File: config.mk
export PLATFORM = sky130hd
export DESIGN_NAME = vrrm_fl
export DESIGN_NICKNAME = d
export VERILOG_FILES = /design/src/rtl/vrrm_fl.sv
export SDC_FILE = /design/constraint.sdc
export NUM_CORES = 1
export LEC_CHECK = 0
export ABC_CLOCK_PERIOD_IN_PS = 5300
export BUFFER_PORTS_ARGS = -buffer_cell sky130_fd_sc_hd__buf_2
export CORE_UTILIZATION = 40
export CTS_CLUSTER_DIAMETER = 150
export CTS_CLUSTER_SIZE = 28
export DETAILED_ROUTE_END_ITERATION = 10
export PLACE_DENSITY = 0.62
export SYNTH_ARGS = -nofsm -noshare
export SYNTH_HDL_FRONTEND = slang
export SYNTH_SLANG_ARGS = --single-unit
File: constraint.sdc
create_clock -name clk -period 5.3 [get_ports clk]
set_input_delay 0.53 -clock clk [delete_from_list [all_inputs] [get_ports clk]]
set_output_delay 0.53 -clock clk [all_outputs]
set_load 0.01 [all_outputs]
File: src/rtl/vrrm_fl.sv
// Vector register rename stage: RAT lookup, free-list allocation, producer
// ticket tracking and a single registered output stage.
module vrrm_fl #(
   parameter  int unsigned VECTOR_REGISTERS   = 32,
   parameter  int unsigned PHYS_REGISTERS     = 48,
   parameter  int unsigned VECTOR_TICKET_BITS = 4,
   localparam int unsigned AW       = $clog2(VECTOR_REGISTERS),
   localparam int unsigned PW       = $clog2(PHYS_REGISTERS),
   localparam int unsigned FL_DEPTH = PHYS_REGISTERS - VECTOR_REGISTERS,
   localparam int unsigned TW       = VECTOR_TICKET_BITS
) (
   input  logic          clk,
   input  logic          rst_n,
   input  logic          valid_i,
   output logic          ready_o,
   input  logic [AW-1:0] dst_i,
   input  logic [AW-1:0] src1_i,
   input  logic [AW-1:0] src2_i,
   input  logic          writes_dst_i,
   input  logic          reconfig_i,
   output logic          valid_o,
   input  logic          ready_i,
   output logic [PW-1:0] pdst_o,
   output logic [PW-1:0] psrc1_o,
   output logic [PW-1:0] psrc2_o,
   output logic [PW-1:0] old_pdst_o,
   output logic          dst_iszero_o,
   output logic          reconfig_o,
   output logic [TW-1:0] ticket_o,
   output logic [TW-1:0] last_ticket_src1_o,
   output logic [TW-1:0] last_ticket_src2_o,
   input  logic          rel_valid_i,
   input  logic [PW-1:0] rel_preg_i,
   output logic [PW:0]   fl_count_o,
   output logic          is_idle_o
);

   localparam int unsigned FLW = (FL_DEPTH > 1) ? $clog2(FL_DEPTH) : 1;
   localparam int unsigned CW  = PW + 1;

   logic [PW-1:0]  rat_q [VECTOR_REGISTERS];
   logic [TW-1:0]  lp_q  [VECTOR_REGISTERS];
   logic [PW-1:0]  fl_q  [FL_DEPTH];
   logic [FLW-1:0] head_q, tail_q;
   logic [CW-1:0]  count_q;
   logic [TW-1:0]  ticket_q;

   logic           acc, alloc, reconf, push, fl_full;
   logic [FLW-1:0] head_inc, tail_inc;
   logic [TW-1:0]  ticket_nxt;
   logic [CW-1:0]  count_nxt;

   // Handshake, free-list push/pop decisions and pointer/ticket increments
   always_comb begin
      ready_o    = (~valid_o | ready_i) & (~writes_dst_i | (count_q != '0));
      acc        = valid_i & ready_o;
      reconf     = acc & reconfig_i;
      alloc      = acc & writes_dst_i & ~reconfig_i;
      fl_full    = (count_q == CW'(FL_DEPTH));
      // Releases never bypass to an allocation: ready_o only sees count_q.
      push       = rel_valid_i & ~fl_full & ~reconf;
      head_inc   = (head_q == FLW'(FL_DEPTH - 1)) ? '0 : head_q + FLW'(1);
      tail_inc   = (tail_q == FLW'(FL_DEPTH - 1)) ? '0 : tail_q + FLW'(1);
      ticket_nxt = (ticket_q == '1) ? TW'(1) : ticket_q + TW'(1);
      count_nxt  = count_q + CW'(push) - CW'(alloc);
   end

   // Rename state: RAT, last producer, free list and ticket counter
   always_ff @(posedge clk or negedge rst_n) begin
      if (!rst_n) begin
         for (int unsigned i = 0; i < VECTOR_REGISTERS; i++) begin
            rat_q[i] <= PW'(i);
            lp_q[i]  <= '0;
         end
         for (int unsigned i = 0; i < FL_DEPTH; i++) fl_q[i] <= PW'(VECTOR_REGISTERS + i);
         head_q   <= '0;
         tail_q   <= '0;
         count_q  <= CW'(FL_DEPTH);
         ticket_q <= TW'(1);
      end else if (reconf) begin
         for (int unsigned i = 0; i < VECTOR_REGISTERS; i++) begin
            rat_q[i] <= PW'(i);
            lp_q[i]  <= '0;
         end
         for (int unsigned i = 0; i < FL_DEPTH; i++) fl_q[i] <= PW'(VECTOR_REGISTERS + i);
         head_q   <= '0;
         tail_q   <= '0;
         count_q  <= CW'(FL_DEPTH);
         ticket_q <= TW'(1);
      end else begin
         if (alloc) begin
            rat_q[dst_i] <= fl_q[head_q];
            lp_q[dst_i]  <= ticket_q;
            head_q       <= head_inc;
         end
         if (push) begin
            fl_q[tail_q] <= rel_preg_i;
            tail_q       <= tail_inc;
         end
         count_q <= count_nxt;
         if (acc) ticket_q <= ticket_nxt;
      end
   end

   // Output stage: load on accept, hold while stalled, drain on ready_i
   always_ff @(posedge clk or negedge rst_n) begin
      if (!rst_n) begin
         valid_o            <= 1'b0;
         pdst_o             <= '0;
         psrc1_o            <= '0;
         psrc2_o            <= '0;
         old_pdst_o         <= '0;
         dst_iszero_o       <= 1'b0;
         reconfig_o         <= 1'b0;
         ticket_o           <= '0;
         last_ticket_src1_o <= '0;
         last_ticket_src2_o <= '0;
      end else if (acc) begin
         valid_o            <= 1'b1;
         dst_iszero_o       <= ~writes_dst_i;
         reconfig_o         <= reconfig_i;
         ticket_o           <= ticket_q;
         last_ticket_src1_o <= lp_q[src1_i];
         last_ticket_src2_o <= lp_q[src2_i];
         if (reconfig_i) begin
            pdst_o     <= PW'(dst_i);
            psrc1_o    <= PW'(src1_i);
            psrc2_o    <= PW'(src2_i);
            old_pdst_o <= PW'(dst_i);
         end else begin
            pdst_o     <= alloc ? fl_q[head_q] : rat_q[dst_i];
            psrc1_o    <= rat_q[src1_i];
            psrc2_o    <= rat_q[src2_i];
            old_pdst_o <= rat_q[dst_i];
         end
      end else if (ready_i) begin
         valid_o <= 1'b0;
      end
   end

   assign fl_count_o = count_q;
   assign is_idle_o  = ~valid_i & ~valid_o;

   // A release into a full free list indicates a bookkeeping error upstream
   a_no_rel_when_full: assert property (@(posedge clk) disable iff (!rst_n)
                                        !(rel_valid_i && fl_full));

endmodule

==> results.json <==
{
  "dieWidth_um": 261.0,
  "critPathRequiredTime_ns": 5.71,
  "die_y_um": 261.0,
  "yosys_warnings": 0,
  "setup_slack_ns": 1.550,
  "yosys.area.top_type": "dfrtp_1",
  "portBuffers": 75,
  "maxCapViolations": 0,
  "yosysUniqueCellTypes": 67,
  "cts_tree": "done",
  "period_needed_ns": 3.750,
  "violations": "DRC, hold timing",
  "viasPerCell": 6.638,
  "fin_area_um2": 28500,
  "area_delta_synth_final_pct": 6.182,
  "synth_cells": 2405,
  "crit_fanout": 43,
  "synth.most_common_cell": "dfrtp_1",
  "ir_drop_v": 0.0002655,
  "drc_errors": 8,
  "grt_pass1_vias": 21060,
  "clkSinkCount": 474,
  "seq_area_frac_synth_pct": 44.80,
  "synth-seq-cells": 474,
  "hold_ws_ns": -0.01869,
  "postRouteAntennaNets": 0,
  "gp_congestion": 1.010,
  "pre_cts_ws_ns": 1.561,
  "postPlaceCellArea_um2": 27870,
  "initial_core_util_pct": 40.60,
  "yosysTopAreaCellShare_pct": 32.08,
  "total_power_mw": 8.693,
  "hold_violations": 17,
  "num_rows": 94,
  "finalSetupViolations": 0,
  "die_area_um2": 68130,
  "hpwl_mm": 65.48,
  "drive_gt1_share_pct": 21.56,
  "synth.cells.most_frequent": "344 x dfrtp_1, 295 x nand2_1, 258 x mux2i_1",
  "yosys-top-cells-area": "dfrtp_1 32%, mux4_2 16%, dfstp_2 13%",
  "synthesis.nets": 2449,
  "worst_slew_pin_slew_ns": 1.333,
  "finalNetCount": 2385,
  "antenna_found_initial": 1,
  "post_cts_resize_count": 0,
  "grt_first_pass_wirelength_mm": 143.4,
  "period_share_pct": 70.76,
  "cts_post_setup_buffers_inserted": 0,
  "synth_edf_count": 0,
  "cp.arrival_ns": 4.16,
  "finClkSkew_ns": 0.05262,
  "drv_slew": 0,
  "first_pass_iters": 11,
  "postCtsHoldBufs": 0,
  "post-route-util_pct": 43.11,
  "via_count": 21370,
  "slew_headroom_pct": 10.57,
  "wl_per_cell_um": 29.69,
  "outcome": "finished with violations",
  "drt_iter0_drc": 2667,
  "cts_buffers": 21,
  "clock_path_buffers": 3,
  "ios": 76,
  "endpoint_kind": "register",
  "clkTransAtPathRegs_ns": 0.13,
  "fp.coreArea_um2": 66100,
  "root_buffer": "clkbuf_16",
  "avgSynthCellArea_um2": 11.16,
  "diodes": 0,
  "grt_max_degree": 145,
  "p_per_area_nw_per_um2": 305.1,
  "cp-start-kind": "register",
  "rsz0062_at_grt": "no",
  "min_path_type": "in2async",
  "critPathKind": "reg2reg",
  "gr-total-overflow": 0,
  "p_leak_nw": 12.34,
  "fillerInstances": 6197,
  "fmax_mhz": 266.6,
  "insertion_delay_ns": 0.61,
  "synth_flop_cell": "dfrtp_1",
  "synthArstFlopShare_pct": 100.0,
  "wl_mm": 95.60,
  "synthesis.area_um2": 26840,
  "h-tree-depth": 1,
  "tns_ns": 0,
  "track_usage_pct": 28.09
}
==> per-stage QoR <==
stage | hold WS [ns] | cells
6_report | -0.01869 | 3220
5_1_grt | 0.06974 | 3220
4_1_cts | 0.03636 | 3220
3_5_place_dp | 0.4510 | 3182
3_3_place_gp | 0.4507 | 3182
2_1_floorplan | 0.2344 | 2405
==> worst max-delay path: stages (launching register included) <==
cell and delay (ns):
dfrtp_1 0.41, inv_1 0.09, ha_1 0.14, nor4b_4 0.35, a311oi_4 0.18, nand2_4 0.43
nand2_1 0.10, ha_1 0.31, inv_1 0.07, ha_1 0.16, inv_1 0.06, fa_1 0.41
nand2b_1 0.17, a21oi_1 0.17, o21ai_0 0.14, a21oi_1 0.22, or3_1 0.14, a21oi_1 0.06
==> final cells by class <==
type,instances,area [um^2],share of cell area [%]
clock buffers,35,578.1,2.029
flip-flops and latches,474,12030,42.20
repair buffers,121,797.0,2.797
inverters,35,131.4,0.4610
multi-input cells,1688,13840,48.55
clock inverters,3,47.55,0.1668
well taps,864,1081,3.794
==> cell families after synthesis <==
logic type | count (synthesis) | synth area share, %
AOI/OAI and AO/OA | 560 | 13.65
xor gates and xnor gates | 6 | 0.1958
adders and majority gates | 16 | 0.7739
buffers and inverters | 243 | 3.786
DFF | 474 | 44.80
muxes | 451 | 25.48
and+or+nand+nor | 655 | 11.31
==> power by group <==
part / switching [mW] / internal (mW) / leakage (nW) / total (mW)
registers: 0.315 / 3.97 / 6.08 / 4.28
clock network: 1.25 / 0.777 / 0.296 / 2.03
logic: 1.57 / 0.810 / 5.97 / 2.38
total: 3.14 / 5.56 / 12.3 / 8.69
==> metal layers <==
metal / GRT usage (%) / wire length (um) / share of wire, %
met2: 44.13 / 44030 / 46
met4: 10.87 / 4401 / 4.6
met5: 0 / 13 / 0.014
met3: 6.417 / 9733 / 10
met1: 37.85 / 37420 / 39
==> path summary, 6_finish.rpt <==
check,startpoint,depth (start not counted),endpoint,slack (ns)
worst max-delay path,fl_count_o[3],17,fl_count_o[6],1.55
worst min-delay path,rst_n,1,rat_q[35],-0.02
worst max register to register,fl_count_o[3],17,fl_count_o[6],1.55
worst min register to register,pdst_o[5],2,pdst_o[5],0.47
max in group asynchronous,rst_n,2,ticket_q[1],3.96
min in group clk,ready_i,3,valid_o,0.28
==> layout by cell type, fill, tap and decap left out, types with 34 or more instances in the layout <==
| master | synthesis | routed |
|---|---|---|
| o22ai_1 | 85 | 85 |
| dfrtp_1 | 344 | 343 |
| dfstp_2 | 130 | 130 |
| buf_2 | 56 | 69 |
| mux2i_1 | 258 | 257 |
| nor2_1 | 156 | 156 |
| nand2_1 | 295 | 294 |
| a22o_1 | 124 | 124 |
| inv_1 | 34 | 34 |
| a21oi_1 | 100 | 100 |
| mux4_2 | 185 | 185 |
| o21ai_0 | 140 | 140 |
| nand3_1 | 70 | 70 |
| buf_4 | 7 | 46 |
==> sequential cells by signal (all words and copies together) (netlist names), 6 cells and up <==
signal / cells
lp_q: 128
old_pdst_o: 6
psrc2_o: 6
rat_q: 192
psrc1_o: 6
pdst_o: 6
fl_q: 96
fl_count_o: 7
(Power assumes the default switching activity.)
